### src/rtl/capture_readout_pkg.sv
// Shared definitions for the sample-RAM readout path and the acquisition block.
package capture_readout_pkg;

    localparam int unsigned RAM_WIDTH    = 10;
    localparam int unsigned SAMPLE_WIDTH = 8;

    typedef enum logic [1:0] {
        IDLE,
        WAITRDY,
        STREAM,
        DRAIN
    } rd_state_t;

endpackage

### src/rtl/capture_readout_fifo.sv
// Small synchronous FIFO for streamed sample bytes.
// The head is forced to zero while empty.
module readout_fifo #(
    parameter int unsigned DEPTH = 4,
    parameter int unsigned WIDTH = 8
) (
    input  logic                         clk,
    input  logic                         rstn,
    input  logic                         flush,
    input  logic                         push,
    input  logic [WIDTH-1:0]             wdata,
    input  logic                         pop,
    output logic [WIDTH-1:0]             rdata,
    output logic                         valid,
    output logic [$clog2(DEPTH+1)-1:0]   count
);

    localparam int unsigned PW = (DEPTH > 1) ? $clog2(DEPTH) : 1;
    localparam int unsigned CW = $clog2(DEPTH + 1);

    logic [WIDTH-1:0] mem [DEPTH];
    logic [PW-1:0]    wr_ptr;
    logic [PW-1:0]    rd_ptr;
    logic [CW-1:0]    count_q;
    logic             do_push;
    logic             do_pop;

    function automatic logic [PW-1:0] next_ptr(input logic [PW-1:0] p);
        return (p == PW'(DEPTH - 1)) ? '0 : p + PW'(1);
    endfunction

    assign do_push = push && (count_q != CW'(DEPTH));
    assign do_pop  = pop && (count_q != '0);

    always_ff @(posedge clk or negedge rstn) begin
        if (!rstn) begin
            wr_ptr  <= '0;
            rd_ptr  <= '0;
            count_q <= '0;
        end else if (flush) begin
            wr_ptr  <= '0;
            rd_ptr  <= '0;
            count_q <= '0;
        end else begin
            if (do_push) wr_ptr <= next_ptr(wr_ptr);
            if (do_pop)  rd_ptr <= next_ptr(rd_ptr);
            case ({do_push, do_pop})
                2'b10:   count_q <= count_q + CW'(1);
                2'b01:   count_q <= count_q - CW'(1);
                default: count_q <= count_q;
            endcase
        end
    end

    always_ff @(posedge clk) begin
        if (do_push && !flush) mem[wr_ptr] <= wdata;
    end

    assign valid = (count_q != '0);
    assign rdata = valid ? mem[rd_ptr] : '0;
    assign count = count_q;

endmodule

### src/rtl/capture_readout.sv
// Readout sequencer: walks the sample RAM from the first pre-trigger address
// and streams bytes over valid/ready, with credit-based read issue.
module capture_readout
    import capture_readout_pkg::*;
#(
    parameter int unsigned ram_width  = RAM_WIDTH,
    parameter int unsigned RD_LATENCY = 2,
    parameter int unsigned FIFO_DEPTH = 4
) (
    input  logic                    clk,
    input  logic                    rstn,
    input  logic                    start,
    input  logic                    data_ready,
    input  logic [ram_width-1:0]    wraddress_triggerpoint,
    input  logic [ram_width-1:0]    triggerpoint,
    input  logic [ram_width:0]      nsamples,
    output logic                    rden,
    output logic [ram_width-1:0]    rdaddress,
    input  logic [SAMPLE_WIDTH-1:0] q,
    output logic [SAMPLE_WIDTH-1:0] out_data,
    output logic                    out_valid,
    input  logic                    out_ready,
    output logic                    busy,
    output logic                    done,
    output logic                    aborted
);

    localparam int unsigned CNT_W = $clog2(FIFO_DEPTH + 1);
    localparam int unsigned NS_W  = ram_width + 1;
    localparam logic [NS_W-1:0] FULL_COUNT = {1'b1, {ram_width{1'b0}}};

    rd_state_t             state_q;
    rd_state_t             state_d;
    logic [ram_width-1:0]  addr_q;
    logic [NS_W-1:0]       remaining_q;
    logic [NS_W-1:0]       clamped;
    logic [RD_LATENCY-1:0] flight_q;
    logic                  done_q;
    logic                  aborted_q;
    logic                  done_d;
    logic                  aborted_d;
    logic                  accept;
    logic                  issue;
    logic                  abort;
    logic                  credit;
    logic                  drain_empty;
    logic                  push;
    logic                  pop;
    logic [CNT_W-1:0]      fifo_count;
    int unsigned           inflight;

    assign clamped = (nsamples > FULL_COUNT) ? FULL_COUNT : nsamples;

    always_comb begin
        inflight = 0;
        for (int unsigned i = 0; i < RD_LATENCY; i++) begin
            if (flight_q[i]) inflight = inflight + 1;
        end
    end

    // Every issued read reserves a FIFO slot until its byte is popped.
    assign credit      = (32'(fifo_count) + inflight) < FIFO_DEPTH;
    assign pop         = out_valid & out_ready;
    assign drain_empty = (fifo_count == '0) || ((fifo_count == CNT_W'(1)) && pop);
    assign push        = flight_q[RD_LATENCY-1] & ~abort;

    always_ff @(posedge clk or negedge rstn) begin
        if (!rstn) state_q <= IDLE;
        else       state_q <= state_d;
    end

    always_comb begin
        state_d   = state_q;
        accept    = 1'b0;
        issue     = 1'b0;
        abort     = 1'b0;
        done_d    = 1'b0;
        aborted_d = 1'b0;
        case (state_q)
            IDLE: begin
                // a start coinciding with the previous done pulse is dropped
                if (start && !done_q) begin
                    accept = 1'b1;
                    if (clamped == '0) done_d  = 1'b1;
                    else               state_d = WAITRDY;
                end
            end
            WAITRDY: begin
                if (data_ready) state_d = STREAM;
            end
            STREAM: begin
                if (!data_ready) begin
                    abort = 1'b1;
                end else if (credit) begin
                    issue = 1'b1;
                    if (remaining_q == NS_W'(1)) state_d = DRAIN;
                end
            end
            DRAIN: begin
                if (!data_ready) begin
                    abort = 1'b1;
                end else if (inflight == 0 && drain_empty) begin
                    done_d  = 1'b1;
                    state_d = IDLE;
                end
            end
            default: state_d = IDLE;
        endcase
        if (abort) begin
            state_d   = IDLE;
            done_d    = 1'b1;
            aborted_d = 1'b1;
        end
    end

    always_ff @(posedge clk or negedge rstn) begin
        if (!rstn) begin
            addr_q      <= '0;
            remaining_q <= '0;
            flight_q    <= '0;
            done_q      <= 1'b0;
            aborted_q   <= 1'b0;
        end else begin
            done_q    <= done_d;
            aborted_q <= aborted_d;
            if (accept) begin
                addr_q      <= wraddress_triggerpoint - triggerpoint;
                remaining_q <= clamped;
            end else if (issue) begin
                addr_q      <= addr_q + ram_width'(1);
                remaining_q <= remaining_q - NS_W'(1);
            end
            if (abort) begin
                flight_q <= '0;
            end else begin
                flight_q[0] <= issue;
                for (int unsigned i = 1; i < RD_LATENCY; i++) begin
                    flight_q[i] <= flight_q[i-1];
                end
            end
        end
    end

    readout_fifo #(
        .DEPTH(FIFO_DEPTH),
        .WIDTH(SAMPLE_WIDTH)
    ) u_fifo (
        .clk   (clk),
        .rstn  (rstn),
        .flush (abort),
        .push  (push),
        .wdata (q),
        .pop   (pop),
        .rdata (out_data),
        .valid (out_valid),
        .count (fifo_count)
    );

    assign rden      = issue;
    assign rdaddress = addr_q;
    assign busy      = (state_q != IDLE);
    assign done      = done_q;
    assign aborted   = aborted_q;

endmodule

### config.mk
export PLATFORM = sky130hd
export DESIGN_NAME = capture_readout
export DESIGN_NICKNAME = d
export VERILOG_FILES = /design/src/rtl/capture_readout_pkg.sv /design/src/rtl/capture_readout_fifo.sv /design/src/rtl/capture_readout.sv
export SDC_FILE = /design/constraint.sdc
export NUM_CORES = 1
export LEC_CHECK = 0
export ABC_AREA = 1
export CAP_MARGIN = 20
export CORE_MARGIN = 3
export CORE_UTILIZATION = 45
export DETAILED_ROUTE_END_ITERATION = 8
export DONT_BUFFER_PORTS = 1
export GPL_TIMING_DRIVEN = 0
export PLACE_DENSITY = 0.56
export SYNTH_ARGS = -nofsm -noshare
export SYNTH_HDL_FRONTEND = slang
export SYNTH_HIERARCHICAL = 1
export SYNTH_SLANG_ARGS = --single-unit
### constraint.sdc
create_clock -name clk -period 2.3 [get_ports clk]
set_input_delay 0.345 -clock clk [delete_from_list [all_inputs] [get_ports clk]]
set_output_delay 0.345 -clock clk [all_outputs]
set_load 0.005 [all_outputs]
==> flow_metrics.tcl, run 1 <==
set metrics [dict create \
    syn-num-nets 574 \
    grt_start_max_net_pins 35 \
    grt_pass1_wl_um 15410 \
    crit_path_cell_trace "inv_2 > ha_2 > inv_2 > a21oi_4 > nor2_2 > nand2_2 > nand2_4 > inv_1 > fa_1 > xnor2_1 > inv_1 > nand2_1 > nand2_1 > nand3_1 > nand2_1" \
    cap_violations 0 \
    synth_mux_area_share_pct 0 \
    syn_inst 504 \
    cts_sinks 66 \
    worstMarginPinSlew_ns 0.5271 \
    overflow 0 \
    cpMostUsedCell "nand2_1" \
    wire_per_inst_um 15.01 \
    regArea_mm2 0.001813 \
    cts_root_buf "clkbuf_8" \
    reg2reg_to "u_fifo/count[2]$_DFFE_PN0P_" \
    crit_cells 15 \
    period_needed_ns 2.159 \
    coreArea_mm2 0.008848 \
    cpMaxStageDelayCell "dfrtp_1" \
    setup-violations-final 0 \
    synth-simple-area-share_pct 27.04 \
    synth_seq_cells 66 \
    stdcell_count 634 \
    status "finished clean" \
    rrSetupSlack_ns 0.14 \
    dp.cells 612 \
    grt_usage_pct 19.27 \
    ios 67 \
    fillers 901 \
    fp.dieH_um 102.1 \
    ir_worst_vdd_mv 0.4869 \
    multi_input_area_mm2 0.002048 \
    max_stage_delay_ns 0.42 \
    p_per_area_mw_per_mm2 1132 \
    leakage_uw 0.002117 \
    area_growth_pct 10.33 \
    io_buffer_count 0 \
    synth_edf_count 32 \
    synth_flop_cell "dfrtp_1" \
    synth_compound_area_share_pct 10.96 \
    cts_tree "done" \
    worst_hold_path_type "in2reg" \
    placed_area_mm2 0.004290 \
    end_kind "register" \
    fin_util_pct 51.81 \
    reg2reg_from "state_q[0]$_DFFE_PN0P_" \
    finalMaxSlewViolations 0 \
    synthXorXnorAreaFrac_pct 2.319 \
    critPathCapture "u_fifo/count[2]$_DFFE_PN0P_" \
    synth_fa_ha_area_share_pct 8.190 \
    die_w_um 102.1 \
    crit_arrival_ns 2.39 \
    fp.dieArea_mm2 0.01042 \
    required_ns 2.53 \
    synth_top_family_by_area "simple AND/OR/NAND/NOR gates" \
    wl_um 9519 \
    start_kind "register" \
    drc 0 \
    synth_area_per_cell_um2 8.245 \
    synth_cell_types 44 \
    yosys_warnings 6 \
    vias 3305 \
    crit_start "state_q[0]$_DFFE_PN0P_" \
    vias_per_cell 5.213 \
    drt_iter0_drc 122 \
    cts_buffers 9 \
    clock.fmax_mhz 463.1 \
    routabilityCongestion 0.8031 \
    drive_gt1_share_pct 15.21 \
    post_synth_instance_area_mm2 0.004155 \
    reg2reg_depth 15 \
    dr.pass1.iters 4 \
    async_flop_share_pct 51.52 \
    clockBufferDepth 2 \
    final_area_mm2 0.004584 \
    fin_total_pwr_uw 5189 \
    crit_fanout 7 \
    finalSetupTns_ns 0 \
    antenna_cells 0 \
    critPathKind "reg2reg" \
    clk_latency_ns 0.34 \
    slew_headroom_pct 64.82 \
    crit_family "adder cells" \
    grt_pass1_vias 3119 \
    rows 34 \
    yosysSeqAreaShare_pct 43.60 \
    path_clk_slew_ns 0.08 \
    period_share_pct 93.88 \
    antenna_found_initial 0 \
    initial_core_util_pct 46.96 \
    critical_path_buf_inv_count 4 \
    fin_worst_skew_ns 0.007330 \
    htreeDepth 3 \
    hold_viol 0 \
    fin_nets 591 \
    ant_nets 0 \
    dpl.hpwl_um 7002 \
]
[state kept, by name (all words and copies together) (netlist names)]
register       flops
done               1
rdaddress         10
aborted            1
u_fifo/count       3
u_fifo/rd_ptr      2
u_fifo/mem        32
flight_q           2
remaining_q       11
state_q            2
u_fifo/wr_ptr      2
[cells by family (layout without fill, tap and decap cells)]
| kind of cell | count (synthesis) | in the layout |
|---|---|---|
| flip-flops | 66 | 66 |
| XOR/XNOR | 11 | 11 |
| AND/OR/NAND/NOR | 245 | 245 |
| adder cells (fa/ha/maj) | 26 | 26 |
| buffers and inverters | 80 | 102 |
| AO/OA/AOI/OAI | 76 | 76 |
[repair_timing]
item	4_1_cts	5_1_grt
gates resized for setup	1	12
pin swaps	0	3
hold buffers	2	0
setup endpoints to repair	34	34
endpoints found under the hold margin	34	0
setup buffers	0	4
[stage by stage]
stage / setup slack, ns / hold WS [ns]
floorplan: 0.1653 / 0.04941
finish: 0.1408 / 0.09775
global route: -0.008527 / 0.05984
global placement: -0.1034 / 0.05221
CTS: -0.09276 / 0.07093
detailed placement: -0.1242 / 0.05248
[synthesized netlist by cell type (4+ instances only)]
cell type | count | area (um2)
nand2_1 | 97 | 364.1
nor2_1 | 69 | 259.0
inv_1 | 64 | 240.2
nand3_1 | 41 | 205.2
dfrtp_1 | 34 | 850.8
edfxtp_1 | 32 | 960.9
o21ai_0 | 26 | 130.1
ha_1 | 24 | 300.3
a21oi_1 | 19 | 95.09
xor2_1 | 8 | 70.07
a21oi_2 | 7 | 61.31
nand2_2 | 6 | 37.54
nor2_2 | 6 | 37.54
inv_2 | 5 | 18.77
o21ai_1 | 5 | 25.02
a22oi_1 | 4 | 30.03
buf_2 | 4 | 20.02
nand2_4 | 4 | 45.04
nand4_1 | 4 | 25.02
nor2_4 | 4 | 45.04
o21bai_1 | 4 | 30.03
o22ai_1 | 4 | 25.02
[cells in the final DEF (no fill, tap or decap), types with 7 or more instances in the layout]
master,instances
buf_4,7
nor2_1,64
nand2_1,95
dfrtp_1,33
nor2_2,11
inv_2,7
nand2_2,7
xor2_1,8
o21ai_0,26
nand3_1,41
ha_1,23
inv_1,62
a21oi_1,19
edfxtp_1,32
clkbuf_8,9
[per-layer routing]
layer | track usage [%] | vias to the layer above | share of wire [%]
met3 | 4.846 | 9 | 5.5
li1 | - | 1681 | -
met5 | 0 | - | 0
met4 | 5.449 | 0 | 1.1
met2 | 32.98 | 72 | 50
met1 | 24.22 | 1543 | 43
[power by group]
part           internal (uW)  switching, uW
logic                    856           1480
registers               1540            322
clock network            508            482
[worst reg2reg max path, stage by stage, from the launching register on]
cell,delay [ns]
dfrtp_1,0.42
inv_2,0.06
ha_2,0.21
inv_2,0.08
a21oi_4,0.09
nor2_2,0.10
nand2_2,0.10
nand2_4,0.10
inv_1,0.05
fa_1,0.37
xnor2_1,0.20
inv_1,0.06
nand2_1,0.06
nand2_1,0.04
nand3_1,0.06
nand2_1,0.05
[worst min-delay path by stage]
stage / from / cells after the start / endpoint
after floorplan: rstn / 0 / aborted$_DFF_PN0_
after detailed placement: rstn / 0 / remaining_q[6]$_DFFE_PN0P_
final: q[5] / 0 / u_fifo/mem[1][5]$_DFFE_PP_
after global routing: q[4] / 0 / u_fifo/mem[3][4]$_DFFE_PP_
after CTS: q[4] / 0 / u_fifo/mem[3][4]$_DFFE_PP_
after global placement: rstn / 0 / remaining_q[6]$_DFFE_PN0P_
[area by class of cell]
type                            instances  share of cell area [%]
Tap cell                              108                   2.948
Timing Repair Buffer                    6                   1.310
Multi-Input combinational cell        358                   44.68
Clock buffer                            9                   2.702
Inverter                               71                   5.868
Sequential cell                        66                   39.55
Clock inverter                          7                   1.665
Buffer                                  9                   1.283
Note: power is estimated with default switching activity, not from simulation.
==> run 2: changes to the inputs <==
--- a/config.mk
+++ b/config.mk
@@ -7,6 +7,7 @@
 export LEC_CHECK = 0
 export ABC_AREA = 1
 export CAP_MARGIN = 20
+export CORE_ASPECT_RATIO = 1.75
 export CORE_MARGIN = 3
 export CORE_UTILIZATION = 45
 export DETAILED_ROUTE_END_ITERATION = 8
==> run 2 against run 1 <==
Effect of this change:
- cell area rose by 2.2%
- first-iteration DRC count fell by 9.0%
- flip-flop and latch count did not move
- hold slack gained 0.0082 ns
- clock skew down 0.0012 ns
- power increased by 7.1%
==> flow_metrics.tcl, run 2 (same netlist as run 1, synthesis figures left out) <==
set metrics [dict create \
    cts_sinks 66 \
    internal_power_uw 3237 \
    area_growth_pct 12.80 \
    crit_path_cell_trace "inv_1 > ha_1 > inv_2 > a21oi_4 > nor2_2 > nand2_2 > nand2_2 > inv_1 > fa_2 > xnor2_2 > inv_1 > nand2_1 > nand2_1 > nand3_1 > nand2_1" \
    ios 67 \
    leakage_uw 0.002161 \
    finalMaxSlewViolations 0 \
    vias_per_cell 5.165 \
    largest_reg_flops 32 \
    regMostFlops "u_fifo/mem" \
    overflow 0 \
    die_w_um 78.64 \
    dpl.hpwl_um 7915 \
    initial_core_util_pct 47.01 \
    routabilityCongestion 0.8802 \
    worstMarginPinSlew_ns 0.4898 \
    wire_per_inst_um 15.85 \
    p_sw_share_pct 41.76 \
    hold_viol 0 \
    cts_root_buf "clkbuf_16" \
    wl_um 10190 \
    clockBufferDepth 2 \
    fillers 851 \
    critical_path_buf_inv_count 4 \
    path_clk_slew_ns 0.06 \
    fp.dieArea_mm2 0.01047 \
    fp.dieH_um 133.1 \
    grt_pass1_vias 3310 \
    htreeDepth 3 \
    grt_usage_pct 20.51 \
    p_seq_share_pct 33.5 \
    max_stage_delay_ns 0.39 \
    drc 0 \
    fin_worst_skew_ns 0.006142 \
    ir_worst_vdd_mv 0.5487 \
    slew_headroom_pct 67.31 \
    ant_nets 0 \
    cpMaxStageDelayCell "dfrtp_1" \
    regArea_mm2 0.001812 \
    cts_buffers 9 \
    start_kind "register" \
    final_area_mm2 0.004687 \
    io_buffer_count 0 \
    period_needed_ns 2.187 \
    crit_arrival_ns 2.41 \
    combPwrFrac_pct 42.5 \
    period_share_pct 95.10 \
    dr.pass1.iters 4 \
    coreArea_mm2 0.008840 \
    end_kind "register" \
    critPathKind "reg2reg" \
    layout_common_cells "96 x nand2_1, 64 x inv_1, 64 x nor2_1" \
    p_per_area_mw_per_mm2 1186 \
    multi_input_area_mm2 0.002053 \
    switchingPower_uw 2320 \
    status "finished clean" \
    clk_latency_ns 0.33 \
    crit_fanout 8 \
    cts_tree "done" \
    antenna_found_initial 0 \
    grt_pass1_wl_um 16080 \
    worst_hold_path_type "in2reg" \
    drive_gt1_share_pct 14.07 \
    final.setup.worst_slack_ns 0.1126 \
    dp_slack_ns -0.1576 \
    setup-violations-final 0 \
    clock.fmax_mhz 457.2 \
    rows 45 \
    cap_violations 0 \
    antenna_cells 0 \
    layout_commonest_cell "nand2_1" \
    required_ns 2.52 \
    p_clk_share_pct 24.0 \
    placed_area_mm2 0.004302 \
    vias 3321 \
    grt_start_max_net_pins 35 \
    fin_nets 591 \
    crit_family "adder cells" \
    drt_iter0_drc 111 \
]
==> run 2: cell count changes in the layout (fill, tap and decap cells not counted), sizes merged <==
| cell | previous run | this run |
|---|---|---|
| clkbuf | 10 | 12 |
| clkinv | 3 | 4 |
| clkinvlp | 2 | 1 |
| inv | 72 | 70 |
==> run 2: power groups by stage <==
| stage | logic, uW | registers [uW] | clock network, uW |
|---|---|---|---|
| 2_1_floorplan | 1790 | 1790 | 0 |
| 3_3_place_gp | 2230 | 1860 | 0 |
| 3_5_place_dp | 2290 | 1880 | 0 |
| 4_1_cts | 2330 | 1860 | 1360 |
| 5_1_grt | 2680 | 1910 | 1430 |
| 6_report | 2360 | 1860 | 1340 |
==> run 2: worst reg2reg max path, cell delays in order, from the launching register on <==
cell and delay (ns):
dfrtp_1 0.39, inv_1 0.09, ha_1 0.25, inv_2 0.09
a21oi_4 0.09, nor2_2 0.10, nand2_2 0.10, nand2_2 0.12
inv_1 0.06, fa_2 0.36, xnor2_2 0.17, inv_1 0.06
nand2_1 0.06, nand2_1 0.05, nand3_1 0.06, nand2_1 0.05
==> run 2: what timing repair did <==
item                                   CTS  global route
setup endpoints to repair               34            34
gates cloned                             0             0
gates resized for setup                  1             9
endpoints found under the hold margin   34             0
pin swaps                                0             1
buffers inserted                         0             4
hold buffers                             2             0
==> run 2: cell type report <==
type / count / area share [%]
Sequential cell: 66 / 38.65
Clock inverter: 5 / 1.175
Clock buffer: 11 / 4.965
Multi-Input combinational cell: 358 / 43.81
Inverter: 71 / 5.739
Tap cell: 117 / 3.123
Buffer: 9 / 1.255
Timing Repair Buffer: 6 / 1.281
==> run 2: worst paths after layout <==
kind / from / to / slack (ns) / depth (start not counted)
worst max register to register: state_q[0]$_DFFE_PN0P_ / u_fifo/count[2]$_DFFE_PN0P_ / 0.11 / 15
worst min register to register: flight_q[0]$_DFF_PN0_ / flight_q[1]$_DFF_PN0_ / 0.53 / 2
min in group asynchronous: rstn / remaining_q[6]$_DFFE_PN0P_ / 0.48 / 2
max in group asynchronous: rstn / u_fifo/count[1]$_DFFE_PN0P_ / 1.62 / 2
worst min-delay path: q[5] / u_fifo/mem[0][5]$_DFFE_PP_ / 0.11 / 0
worst max-delay path: state_q[0]$_DFFE_PN0P_ / u_fifo/count[2]$_DFFE_PN0P_ / 0.11 / 15
==> run 2: stage by stage <==
step,hold slack [ns],TNS [ns],std cells,util [%],power (uW)
floorplan,0.04941,0,504,-,3579
global placement,0.05020,-3.021,621,48.66,4097
detailed placement,0.05006,-3.846,621,48.66,4162
CTS,0.09157,-2.838,639,52.34,5547
global route,0.08414,-0.01022,643,53.02,6019
finish,0.1059,0,643,53.02,5557
==> run 2: per-layer routing <==
layer	wire length, um	GRT usage (%)	part of all wire (%)
met4	316	9.728	3.1
met5	0	0	0
met2	5965	40.63	59
met3	536	6.089	5.3
met1	3374	17.86	33
==> RTL edit, RTL diff (settings of run 2) <==
Set the package constant `SAMPLE_WIDTH` to 6 (it was 8).
--- a/src/rtl/capture_readout_pkg.sv
+++ b/src/rtl/capture_readout_pkg.sv
@@ -3,5 +3,5 @@
 
     localparam int unsigned RAM_WIDTH    = 10;
-    localparam int unsigned SAMPLE_WIDTH = 8;
+    localparam int unsigned SAMPLE_WIDTH = 6;
 
     typedef enum logic [1:0] {
Ports: changed (resized out_data and q); port bits go from 67 to 63. No check against the original RTL was run, so the function may have changed too.
==> RTL edit against run 2 <==
- worst setup slack better by 40 ps
- count of clock-buffer cells in the layout down 1
- via count down 6.9%
- sequential cell count down 8
- sequential share of layout area down 2.4 points
- synthesized area down 7.6%
- final area down 7.4%
- wire length down 9.3%
- critical path depth down 6
- maximum frequency up 1.9%
- clock power down 4%
- power down 6.9%
- combinational power down 8%
- critical endpoint is now u_fifo/mem[0][4]
- largest cell class unchanged
- highest routed layer unchanged
==> RTL edit: results <==
critical_path:
  slowest_stage: "nor2_1"
  regToRegStartpoint: "state_q[0]"
  slowest_delay_ps: 500
  rr_endpoint: "u_fifo/mem[0][4]"
  ff2ff_setup_slack_ps: 150
  cp_top_family: "simple AND/OR/NAND/NOR gates"
  rr_worst_depth: 9
  critPathMaxFanout: 9
  cp_data_arrival_time_ps: 2100
drt:
  drc_errors: 0
  via_count: 3092
  wl_met1_um: 3105
  drt-initial-drc-count: 83
  wire_per_inst_um: 15.08
  met3_length_um: 491
  firstDrtPassIters: 4
  dr_wl_met2_um: 5318
place:
  gp_congestion: 0.8361
  placed_area_um2: 3983
  dp_hpwl_um: 7363
logic_synthesis:
  synth_common_cells: "97 x nand2_1, 65 x inv_1, 61 x nor2_1, 41 x nand3_1, 34 x dfrtp_1"
  synth.area.top_cells: "dfrtp_1 22%, edfxtp_1 19%, nand2_1 9.5%, ha_1 7.8%, inv_1 6.4%"
  async_flop_share_pct: 58.62
  yosys_warnings: 6
  synth_cell_type_count: 43
  synth_ff_type: "dfrtp_1"
  ys_seq_area_share_pct: 40.94
  synth_nets: 548
  synth_edf_count: 24
clocking:
  clk_latency_ps: 330
  ctsLongestPathBuffers: 2
  path_clk_slew_ps: 50
  post_cts_buffers: 0
  root_buffer: "clkbuf_16"
cells_and_area:
  fin_nets: 561
  largest_register_ffs: 24
  drive_gt1_share_pct: 13.25
  regMostFlops: "u_fifo/mem"
  diodes: 0
  nFillCells: 809
pwr:
  ir_worst_vdd_mv: 0.3968
  intPower_mw: 2.997
  p_leak_nw: 2.034
timing:
  finalClockSkew_ps: 7.278
  worst_pin_slew_ps: 615.4
  whs_ps: 111.4
global_route:
  grt_pass1_vias: 3184
  grt_usage_pct: 20.73
  grt_pass1_wl_um: 14840
min_path:
  min_from: "q[2]"
  holdCritPathClass: "primary input to flip-flop"
  whs_endpoint: "u_fifo/mem[2][2]"
  min_path_cells: 0
status:
  status: "finished clean"
RTL edit: cell types whose count changed after synthesis, moves of 2 or more:
cell      change
edfxtp_1      -8
o21ai_0       -4
a21oi_1       -2
nor2_1        -8
buf_4         -2
RTL edit: layer usage:
metal  GRT usage (%)  vias up
met2           39.65       67
met1           18.05     1414
met5               0        -
met3           6.279       22
li1                -     1589
met4           10.30        0
RTL edit: cell families (layout without fill, tap and decap cells):
kind of cell | after synthesis | in the layout | synth area share [%]
simple gates | 237 | 237 | 28.49
buf+inv | 78 | 96 | 8.116
compound gates | 70 | 70 | 11.08
flops | 58 | 58 | 40.94
fa+ha+maj | 26 | 26 | 8.866
xor+xnor | 11 | 11 | 2.510
RTL edit: worst max-delay path by stage:
stage | startpoint | endpoint | slack [ps]
6_report | state_q[0] | u_fifo/mem[0][4] | 150
5_1_grt | state_q[0] | u_fifo/mem[1][4] | -10
4_1_cts | state_q[0] | u_fifo/count[2] | 10
3_5_place_dp | state_q[0] | u_fifo/count[2] | -100
3_3_place_gp | state_q[0] | u_fifo/count[2] | -40
2_1_floorplan | state_q[0] | u_fifo/count[2] | 170
RTL edit: timing repair:
item	4_1_cts	5_1_grt
gates resized for setup	2	8
endpoints found under the hold margin	34	0
setup endpoints to repair	2	26
pin swaps	0	0
hold buffers	2	0
RTL edit: area by class of cell:
| type | instances | area [um^2] | area share (%) |
|---|---|---|---|
| multi-input cells | 344 | 1993 | 45.95 |
| flip-flops and latches | 58 | 1572 | 36.23 |
| inverters | 71 | 269.0 | 6.201 |
| clock buffers | 10 | 229.0 | 5.278 |
| well taps | 115 | 143.9 | 3.317 |
| clock inverters | 6 | 58.81 | 1.356 |
| plain buffers | 7 | 42.54 | 0.9807 |
| repair buffers | 2 | 30.03 | 0.6922 |
RTL edit: worst register-to-register path, delay by kind of cell (launching register included):
kind            cells  cell delay [ps]
buf+inv             3              250
compound gates      1              100
fa+ha+maj           1              220
simple gates        4              830
flops               1              380
RTL edit: per-stage QoR:
step	setup slack (ps)	instances
2_1_floorplan	165.3	480
3_3_place_gp	-43.14	595
3_5_place_dp	-102.7	595
4_1_cts	14.56	613
5_1_grt	-14.92	613
6_report	153.0	613
RTL edit: power by group through the flow:
stage | clock (mW) | combinational [mW] | sequential (mW)
global route | 1.36 | 2.50 | 1.76
floorplan | 0 | 1.70 | 1.62
global placement | 0 | 2.09 | 1.72
CTS | 1.31 | 2.18 | 1.71
finish | 1.28 | 2.18 | 1.71
detailed placement | 0 | 2.14 | 1.73
